===== src/rtl/pipe_hazard_ctrl_pkg.sv =====
// Shared definitions for the pipeline hazard/control unit.
//   reg_idx_t : architectural register index (x0..x31)
//   memfsm_e  : data-memory wait FSM states
//   ZERO_REG  : index of the hard-wired zero register, never a real hazard source
package pipe_hazard_ctrl_pkg;

  localparam int REG_IDX_W_DEF = 5;

  typedef logic [REG_IDX_W_DEF-1:0] reg_idx_t;

  typedef enum logic {
    IDLE = 1'b0,
    WAIT = 1'b1
  } memfsm_e;

  localparam reg_idx_t ZERO_REG = '0;

endpackage


===== src/rtl/perf_sat_counter.sv =====
// Saturating performance counter: increments by one on every clock where
// inc_i is high and sticks at all-ones instead of wrapping.
//   clk   : clock
//   rst   : asynchronous active-low reset, clears the count
//   inc_i : count this cycle
//   cnt_o : current count
module perf_sat_counter #(
  parameter int W = 32
) (
  input  logic         clk,
  input  logic         rst,
  input  logic         inc_i,
  output logic [W-1:0] cnt_o
);

  logic [W-1:0] cnt_q;
  logic [W-1:0] cnt_d;

  always_comb begin
    cnt_d = cnt_q;
    if (inc_i && (cnt_q != '1)) cnt_d = cnt_q + W'(1);
  end

  // NOTE: sequential state uses non-blocking assignments so every register
  // samples pre-edge values regardless of block ordering.
  always_ff @(posedge clk or negedge rst) begin
    if (!rst) cnt_q <= '0;
    else      cnt_q <= cnt_d;
  end

  assign cnt_o = cnt_q;

endmodule


===== src/rtl/pipe_hazard_ctrl.sv =====
// Central hazard and pipeline-control unit for the 5-stage F/D/E/M/W core.
// Detects D/E load-use hazards, turns E-stage redirects into D/E flushes and
// freezes the whole pipe while a data-memory access in M is outstanding.
// Control outputs are purely combinational from inputs and FSM state.
//   clk, rst                 : clock, asynchronous active-low reset
//   rs1/rs2_idx_D, *_used_D  : source operands of the instruction in D
//   rd_idx_E, is_load_E      : destination / load flag of the instruction in E
//   jb_E                     : taken branch or jump resolved in E
//   dmem_req_M, dmem_ready   : M-stage memory handshake
//   hold_*/bubble_E/flush_*  : pipeline-register controls
//   mem_timeout              : sticky flag, memory wait exceeded MEM_TIMEOUT
//   stall_cnt, flush_cnt     : saturating perf counters
module pipe_hazard_ctrl
  import pipe_hazard_ctrl_pkg::*;
#(
  parameter int REG_IDX_W   = 5,
  parameter int PERF_W      = 32,
  parameter int MEM_TIMEOUT = 256
) (
  input  logic                 clk,
  input  logic                 rst,
  input  logic [REG_IDX_W-1:0] rs1_idx_D,
  input  logic [REG_IDX_W-1:0] rs2_idx_D,
  input  logic                 rs1_used_D,
  input  logic                 rs2_used_D,
  input  logic [REG_IDX_W-1:0] rd_idx_E,
  input  logic                 is_load_E,
  input  logic                 jb_E,
  input  logic                 dmem_req_M,
  input  logic                 dmem_ready,
  output logic                 hold_F,
  output logic                 hold_D,
  output logic                 flush_D,
  output logic                 bubble_E,
  output logic                 flush_E,
  output logic                 hold_E,
  output logic                 hold_M,
  output logic                 mem_timeout,
  output logic [PERF_W-1:0]    stall_cnt,
  output logic [PERF_W-1:0]    flush_cnt
);

  localparam int WAIT_W = $clog2(MEM_TIMEOUT + 1);

  memfsm_e             state_q, state_d;
  logic [WAIT_W-1:0]   wait_cnt_q, wait_cnt_d;
  logic                mem_timeout_q, mem_timeout_d;
  logic                mem_freeze;
  logic                load_use;

  // A request that is answered in the same cycle never freezes; only an
  // unanswered request (new or already waiting) does.
  assign mem_freeze = ((state_q == IDLE) && dmem_req_M && !dmem_ready) ||
                      ((state_q == WAIT) && !dmem_ready);

  assign load_use = is_load_E && (rd_idx_E != REG_IDX_W'(ZERO_REG)) &&
                    ((rs1_used_D && (rs1_idx_D == rd_idx_E)) ||
                     (rs2_used_D && (rs2_idx_D == rd_idx_E)));

  // Priority: freeze > redirect > load-use. A redirect squashes the dependent
  // D instruction, so a coincident load-use needs no bubble.
  always_comb begin
    // NOTE: every combinational output gets a default first so no path
    // through the if/else chain can infer a latch.
    hold_F   = 1'b0;
    hold_D   = 1'b0;
    hold_E   = 1'b0;
    hold_M   = 1'b0;
    bubble_E = 1'b0;
    flush_D  = 1'b0;
    flush_E  = 1'b0;
    if (!rst) begin
      // pipe controls stay inactive while reset is asserted
    end else if (mem_freeze) begin
      hold_F = 1'b1;
      hold_D = 1'b1;
      hold_E = 1'b1;
      hold_M = 1'b1;
    end else if (jb_E) begin
      flush_D = 1'b1;
      flush_E = 1'b1;
    end else if (load_use) begin
      hold_F   = 1'b1;
      hold_D   = 1'b1;
      bubble_E = 1'b1;
    end
  end

  // Memory wait FSM, wait counter and sticky timeout flag.
  always_comb begin
    state_d       = state_q;
    wait_cnt_d    = '0;
    mem_timeout_d = mem_timeout_q;
    case (state_q)
      IDLE: if (dmem_req_M && !dmem_ready) state_d = WAIT;
      WAIT: if (dmem_ready)                state_d = IDLE;
      default:                             state_d = IDLE;
    endcase
    if ((state_q == WAIT) && (state_d == WAIT)) begin
      wait_cnt_d = (wait_cnt_q == WAIT_W'(MEM_TIMEOUT)) ? wait_cnt_q
                                                        : wait_cnt_q + WAIT_W'(1);
    end
    if (wait_cnt_d == WAIT_W'(MEM_TIMEOUT)) mem_timeout_d = 1'b1;
  end

  always_ff @(posedge clk or negedge rst) begin
    if (!rst) begin
      state_q       <= IDLE;
      wait_cnt_q    <= '0;
      mem_timeout_q <= 1'b0;
    end else begin
      state_q       <= state_d;
      wait_cnt_q    <= wait_cnt_d;
      mem_timeout_q <= mem_timeout_d;
    end
  end

  assign mem_timeout = mem_timeout_q;

  perf_sat_counter #(.W(PERF_W)) u_stall_cnt (
    .clk   (clk),
    .rst   (rst),
    .inc_i (hold_F | hold_D | hold_E | hold_M | bubble_E),
    .cnt_o (stall_cnt)
  );

  perf_sat_counter #(.W(PERF_W)) u_flush_cnt (
    .clk   (clk),
    .rst   (rst),
    .inc_i (flush_E),
    .cnt_o (flush_cnt)
  );

endmodule


===== config.mk =====
export PLATFORM = sky130hd
export DESIGN_NAME = pipe_hazard_ctrl
export DESIGN_NICKNAME = d
export VERILOG_FILES = /design/src/rtl/pipe_hazard_ctrl_pkg.sv /design/src/rtl/perf_sat_counter.sv /design/src/rtl/pipe_hazard_ctrl.sv
export SDC_FILE = /design/constraint.sdc
export NUM_CORES = 1
export LEC_CHECK = 0
export BUFFER_PORTS_ARGS = -buffer_cell sky130_fd_sc_hd__buf_4
export CAP_MARGIN = 20
export CORE_UTILIZATION = 26
export CTS_BUF_LIST = sky130_fd_sc_hd__clkbuf_8
export DETAILED_ROUTE_END_ITERATION = 8
export SLEW_MARGIN = 20
export SYNTH_ARGS = -nofsm -noshare
export SYNTH_HDL_FRONTEND = slang
export SYNTH_SLANG_ARGS = --single-unit

===== constraint.sdc =====
create_clock -name clk -period 1.9 [get_ports clk]
set_clock_uncertainty 0.05 [all_clocks]
set_input_delay 0.095 -clock clk [delete_from_list [all_inputs] [get_ports clk]]
set_output_delay 0.095 -clock clk [all_outputs]
set_load 0.03 [all_outputs]

==> results by group, run 1 <==
Detailed routing
  • Via density: 4.54
  • Initial DRC Count: 135
  • Post-route ant nets: 0
  • Routed wire per std cell: 13.8 um
  • Via count: 3361
  • Total Routed Length: 10300 um
  • # DRC: 0
  • Drt pass-1 iters: 4

Finish
  • Diodes inserted: 0
  • Layout cells sized above 1: 49.9%
  • Final instance area: 5960 um^2
  • Post-Route Utilization: 42.3%
  • Final #Nets: 583
  • Area Growth Syn to Fin: 56.1%

Global routing
  • Busiest grt layer: met2
  • M1 GR Usage: 17.9%
  • First-pass GRT wire length: 16700 um
  • Met3 Usage GRT: 4.29%
  • Global Route met2 Usage: 23.0%
  • Remaining Overflow, GRT: 0
  • Largest net degree at the start of global routing: 37
  • Initial antenna violation count: 0
  • Number of global-route vias before repair: 3436
  • GRT Total Usage: 14.3%

CTS
  • H-tree Lvls: 3
  • CTS tree: built
  • CTS Buffer Depth: 2
  • Clk root buf: clkbuf_8
  • Worst-skew pair later-pin latency: 360 ps
  • Clock transition at path regs: 80 ps
  • Clock sinks: 75
  • CTS Buf Count: 9

Place
  • Cell Area, Placed: 5380 um^2
  • Hpwl dp: 7560 um
  • Gpl congestion: 0.850
  • PortBufs: 94
  • Worst slack at placement: -154 ps

Synth
  • EDFF count, synth: 0
  • Flop and latch count out of synthesis: 75
  • Yosys cell types: 42
  • Synthesized Nets: 401
  • Sequential area share after synthesis: 49.1%
  • Mapped Cells: 374
  • Mapped cell area: 3820 um^2
  • Async SR Flop Fraction: 100%
  • Primary FF master, synth: dfrtp_1
  • Synth warn: 0
  • Synthesized area per cell: 10.2 um^2

Job
  • Max Cap Viol: 0

Worst setup path
  • Startpoint class of the critical path: register
  • Critical path type: register to register
  • Crit end category: register
  • Crit-path max FO: 5
  • Required time worst endpoint: 2100 ps
  • CP Data Arrival Time: 2160 ps

Die
  • Top-Level Pins: 95
  • Area of the die: 15200 um^2
  • Initial Util: 27.1%
  • Die height: 123 um
  • Die X: 123 um
  • Row cnt: 43
  • Core box area: 14100 um^2

Pwr
  • Tot Pwr: 4050 uW
  • Max VDD drop: 0.275 mV
  • Power Dens Cells: 680 nW/um^2
  • LEAKAGE: 0.00280 uW

STA
  • Max-slew violation count: 0
  • Max Freq: 510 MHz
  • Worst setup margin: -60.9 ps
  • Worst-Margin Slew: 483 ps
  • Min Tclk post-route: 1960 ps
  • Post-route clock period utilization: 103%
  • RSZ-0062 raised after global routing: true
  • Slew headroom: 67.8%
  • Final Hold Viols: 0
  • # setup viols final: 10

Run status
  • Failing checks: setup timing
  • Status: finished with violations

Min path
  • Hold crit path type: input pin to asynchronous set/reset pin
-- timing repair --
action,in CTS,in global routing
endpoints found under the setup margin,40,45
gates cloned,1,1
gates resized for setup,12,44
hold endpoints to repair,75,0
pin swaps,2,13
hold buffers,1,0
buffers inserted,3,3
-- registers in the layout (all words and copies together) (netlist names) --
name               cells
mem_timeout            1
state_q                1
wait_cnt_q             9
u_stall_cnt.cnt_o     32
u_flush_cnt.cnt_o     32
-- layer usage --
metal,vias to the layer above,part of all wire (%)
met3,14,4.8
met5,-,0
met1,1629,44
met2,68,50
met4,0,1.6
li1,1650,-
-- worst max-delay path, cell delays in order (launching register included) --
cell and delay, ps:
dfrtp_2 380, and4_4 250, nand3_4 80, or3_4 420, o2111ai_4 270, clkbuf_16 220
nor2_4 30, xor2_1 130
-- stage by stage --
step	hold WS, ps	instances	TNS (ps)
after CTS	56.3	738	-9.18
final	75.8	741	-333
after detailed placement	-110	717	-3080
after floorplan	-251	374	-5050
after global routing	65.0	741	-1600
after global placement	-112	717	-2250
-- synth_stat cells (2+ instances only) --
cell,number,share of area (%)
dfrtp_1,75,49
xnor2_1,44,10
nand2_1,34,3.3
xor2_1,34,7.8
nor2_1,31,3.0
nand3_1,26,3.4
nand4_1,19,3.1
inv_1,17,1.7
nor3_1,14,1.8
a21oi_1,6,0.79
and3_1,6,0.98
and4_1,6,1.4
nor4_1,6,0.98
nor2_2,5,0.82
or3_1,5,0.82
ha_1,4,1.3
nor3_2,4,1.0
a31oi_1,3,0.49
buf_4,3,0.59
nand2b_1,3,0.49
o21ai_0,3,0.39
and2_1,2,0.33
buf_6,2,0.59
clkbuf_1,2,0.20
nor3b_1,2,0.39
or2_2,2,0.33
-- worst paths after layout --
check                                      start              endpoint  slack [ps]  depth (start not counted)
max                        u_stall_cnt.cnt_o[16]  u_stall_cnt.cnt_o[9]         -60                          7
min                                          rst           mem_timeout          80                          2
max reg2reg                u_stall_cnt.cnt_o[16]  u_stall_cnt.cnt_o[9]         -60                          7
min reg2reg                          mem_timeout           mem_timeout         430                          1
max in group asynchronous                    rst  u_flush_cnt.cnt_o[0]         970                          3
min in group clk                      dmem_req_M               state_q          80                          4
-- layout make-up --
cell class                      instances  area, um^2
Clock buffer                           10         138
Clock inverter                          6        57.6
Fill cell                            1374        8140
Inverter                               17        63.8
Multi-Input combinational cell        275        2190
Sequential cell                        75        1910
Tap cell                              180         225
Timing Repair Buffer                  178        1380
-- power breakdown --
part           total [uW]  switching [uW]  internal, uW
clock network        1230             603           631
registers            1800            95.1          1710
logic                1020             550           468
total                4050            1250          2800
-- cell usage in the layout, fill, tap and decap left out, types with 3 or more instances in the layout --
cell      instances
nor3_2            8
dfrtp_1          51
nand2_1          30
nand3_2           3
nor4_2            3
nand2_2           4
and3_1            5
inv_1            16
dfrtp_2          24
xnor2_1          44
nand2b_1          3
buf_6             3
nor2_1           25
and4_4            3
nor3_1            8
nor2_4            8
xor2_1           34
nand3_4           3
a21oi_1           5
nor2_2            3
buf_4           172
nand4_1          19
inv_2             3
and4_1            3
nand3_1          20
or3_4             3
clkbuf_8         10
-- cells by family (layout without fill, tap and decap cells) --
| group | after synthesis | in the layout | share of synthesized area (%) |
|---|---|---|---|
| AOI/OAI and AO/OA | 21 | 22 | 4.29 |
| adders and majority gates | 4 | 4 | 1.31 |
| buffers and inverters | 25 | 211 | 3.15 |
| muxes | 2 | 2 | 0.557 |
| xor gates and xnor gates | 78 | 78 | 17.9 |
| DFF | 75 | 75 | 49.1 |
| and+or+nand+nor | 169 | 169 | 23.7 |
(Power assumes the default switching activity.)
==> inputs of run 2 (changes only) <==
==> constraint.sdc (replaced) <==
create_clock -name clk -period 1.9 [get_ports clk]
set_clock_uncertainty 0.05 [all_clocks]
set_input_delay 0.19 -clock clk [delete_from_list [all_inputs] [get_ports clk]]
set_output_delay 0.19 -clock clk [all_outputs]
set_load 0.03 [all_outputs]
==> run 2 against run 1 <==
The run still ends with setup timing left. Sequential power hardly changed. Power increased by 2.4%. Combinational power barely moved. Cell count down 0.27%. Clock power rose by 8%. Wire length up 2.4%. Largest cell class unchanged.
==> results by group, run 2 (synthesis results as in run 1) <==
Worst setup path
  • CP peak stage delay: 420 ps (about the same)
  • Reg-to-reg endpoint: u_stall_cnt.cnt_o[9]
  • R2r setup slk: -40 ps (+20 ps)
  • Crit end category: register
  • Critical R2R Launch: u_stall_cnt.cnt_o[17]
  • Critical path type: register to register
  • CP Data Arrival Time: 2150 ps (about the same)
  • CP max-delay cell: or3_4
  • Startpoint class of the critical path: register
  • Crit-path max FO: 5 (unchanged)
  • Critical Path, Cell by Cell: and4_4 -> nand3_2 -> or3_4 -> o2111ai_4 -> clkbuf_16 -> nor2_2 -> xor2_1
  • Required time worst endpoint: 2110 ps (about the same)
  • Reg2reg path depth: 7 (unchanged)

Detailed routing
  • Via density: 4.55 (+0.39%)
  • Routed wire per std cell: 14.2 um (+2.6%)
  • Drt pass-1 iters: 4 (unchanged)
  • # DRC: 0 (unchanged)
  • Initial DRC Count: 201 (+49%)
  • Post-route ant nets: 0 (unchanged)
  • Via count: 3365 (+0.12%)
  • Total Routed Length: 10500 um (+2.4%)

STA
  • # setup viols final: 11 (+1)
  • Total negative slack: -229 ps (+104 ps)
  • Worst setup margin: -40.0 ps (+20.8 ps)
  • Final hold slack: 80.1 ps (+4.36 ps)
  • Max Freq: 515 MHz (+1.1%)
  • Max-slew violation count: 0 (unchanged)
  • Final Hold Viols: 0 (unchanged)
  • Slew headroom: 56.0% (-12 points)
  • RSZ-0062 raised after global routing: true
  • Worst-Margin Slew: 661 ps (+178 ps)
  • Post-route clock period utilization: 102% (-1.1 points)
  • Min Tclk post-route: 1940 ps (-20.8 ps)

Die
  • Top-Level Pins: 95 (unchanged)
  • Core box area: 14100 um^2 (unchanged)
  • Die X: 123 um (unchanged)
  • Area of the die: 15200 um^2 (unchanged)
  • Row cnt: 43 (unchanged)
  • Die height: 123 um (unchanged)
  • Initial Util: 27.1% (unchanged)

Place
  • Worst slack at placement: -172 ps (-18.2 ps)
  • Gpl congestion: 0.810 (-4.8%)
  • Cell Area, Placed: 5380 um^2 (about the same)
  • DP Cell Count: 712 (-0.70%)
  • Hpwl dp: 7590 um (+0.35%)
  • PortBufs: 94 (unchanged)

Min path
  • Hold Crit Start: dmem_req_M
  • Hold worst-path end: state_q
  • Hold crit path type: input pin to register
  • Hold Path Depth: 3

Finish
  • Area Growth Syn to Fin: 54.9%
  • Post-Layout Cell Count: 739 (-0.27%)
  • Commonest non-fill, non-tap cells in the layout: 168 x buf_4, 52 x dfrtp_1, 44 x xnor2_1
  • Final instance area: 5920 um^2 (-0.71%)
  • Most common cell after layout, fill and taps aside: buf_4
  • Diodes inserted: 0 (unchanged)
  • Final #Nets: 581 (-0.34%)
  • Layout cells sized above 1: 49.9% (about the same)

Global routing
  • First-pass GRT wire length: 16600 um (-0.29%)
  • Largest net degree at the start of global routing: 52 (+41%)
  • Number of global-route vias before repair: 3415 (-0.61%)
  • Remaining Overflow, GRT: 0 (unchanged)
  • Initial antenna violation count: 0 (unchanged)
  • GRT Total Usage: 14.4% (+0.071 points)

Run status
  • Failing checks: setup timing
  • Status: finished with violations

CTS
  • CTS Buf Count: 9 (unchanged)
  • Clock sinks: 75 (unchanged)
  • Worst-skew pair later-pin latency: 370 ps (about the same)
  • CTS Buffer Depth: 2 (unchanged)
  • H-tree Lvls: 3 (unchanged)
  • Clock transition at path regs: 80 ps (about the same)
  • Clk root buf: clkbuf_8
  • CTS tree: built

Job
  • Max Cap Viol: 0 (unchanged)

Pwr
  • Power Dens Cells: 701 nW/um^2 (+3.1%)
  • Max VDD drop: 0.244 mV (-11%)
  • LEAKAGE: 0.00280 uW (about the same)
[run 2: cell types whose count changed in the layout (fill, tap and decap cells not counted), sizes merged]
| cell | before | now |
|---|---|---|
| inv | 19 | 18 |
| buf | 176 | 174 |
| o2111a | 2 | 1 |
| clkinvlp | 2 | 1 |
| clkinv | 1 | 2 |
| clkbuf | 11 | 13 |
[run 2: through the flow]
step / utilization, % / total power (uW)
6_report: 42.0 / 4150
4_1_cts: 40.2 / 4190
2_1_floorplan: - / 2310
3_5_place_dp: 38.2 / 2830
5_1_grt: 42.0 / 4370
3_3_place_gp: 38.2 / 2790
[run 2: area by class of cell]
cell class	count	area (um^2)
Multi-Input combinational cell	274	2100
Fill cell	1346	8180
Inverter	17	63.8
Sequential cell	75	1910
Tap cell	180	225
Clock inverter	5	60.1
Clock buffer	11	151
Timing Repair Buffer	177	1410
[run 2: how the worst max path moves through the flow]
stage | start | to | slack (ps) | depth (start not counted)
final | u_stall_cnt.cnt_o[17] | u_stall_cnt.cnt_o[9] | -40 | 7
after global routing | u_stall_cnt.cnt_o[17] | u_stall_cnt.cnt_o[9] | -110 | 7
after CTS | state_q | u_flush_cnt.cnt_o[22] | 2 | 7
after detailed placement | u_stall_cnt.cnt_o[4] | u_stall_cnt.cnt_o[4] | -170 | 6
after global placement | u_stall_cnt.cnt_o[4] | u_stall_cnt.cnt_o[12] | -100 | 6
after floorplan | u_stall_cnt.cnt_o[7] | u_stall_cnt.cnt_o[19] | -280 | 7
[run 2: report_power, final]
part	total [uW]	internal (uW)	switching (uW)
logic	1020	466	558
registers	1790	1710	86.6
clock network	1330	683	649
total	4150	2850	1290
[run 2: metal layers]
metal  vias to the layer above  part of all wire [%]  GRT usage, %
li1                       1643                     -             -
met1                      1630                    44          18.1
met2                        75                    48          22.8
met3                        17                   5.6          4.66
met4                         0                   1.8          5.65
met5                         -                     0             0
[run 2: timing repair]
| action | in CTS | in global routing |
|---|---|---|
| gates resized for setup | 8 | 34 |
| endpoints found under the hold margin | 75 | 0 |
| endpoints found under the setup margin | 38 | 56 |
| setup buffers | 4 | 4 |
| cloned | 0 | 2 |
| pin swaps | 2 | 14 |
| hold buffers | 1 | 0 |
[run 2: worst max-delay path, delay by kind of cell, from the launching register on]
| family | cells | cell delay (ps) |
|---|---|---|
| buf+inv | 1 | 210 |
| simple gates | 4 | 780 |
| xor+xnor | 1 | 130 |
| flops | 1 | 380 |
| compound gates | 1 | 270 |
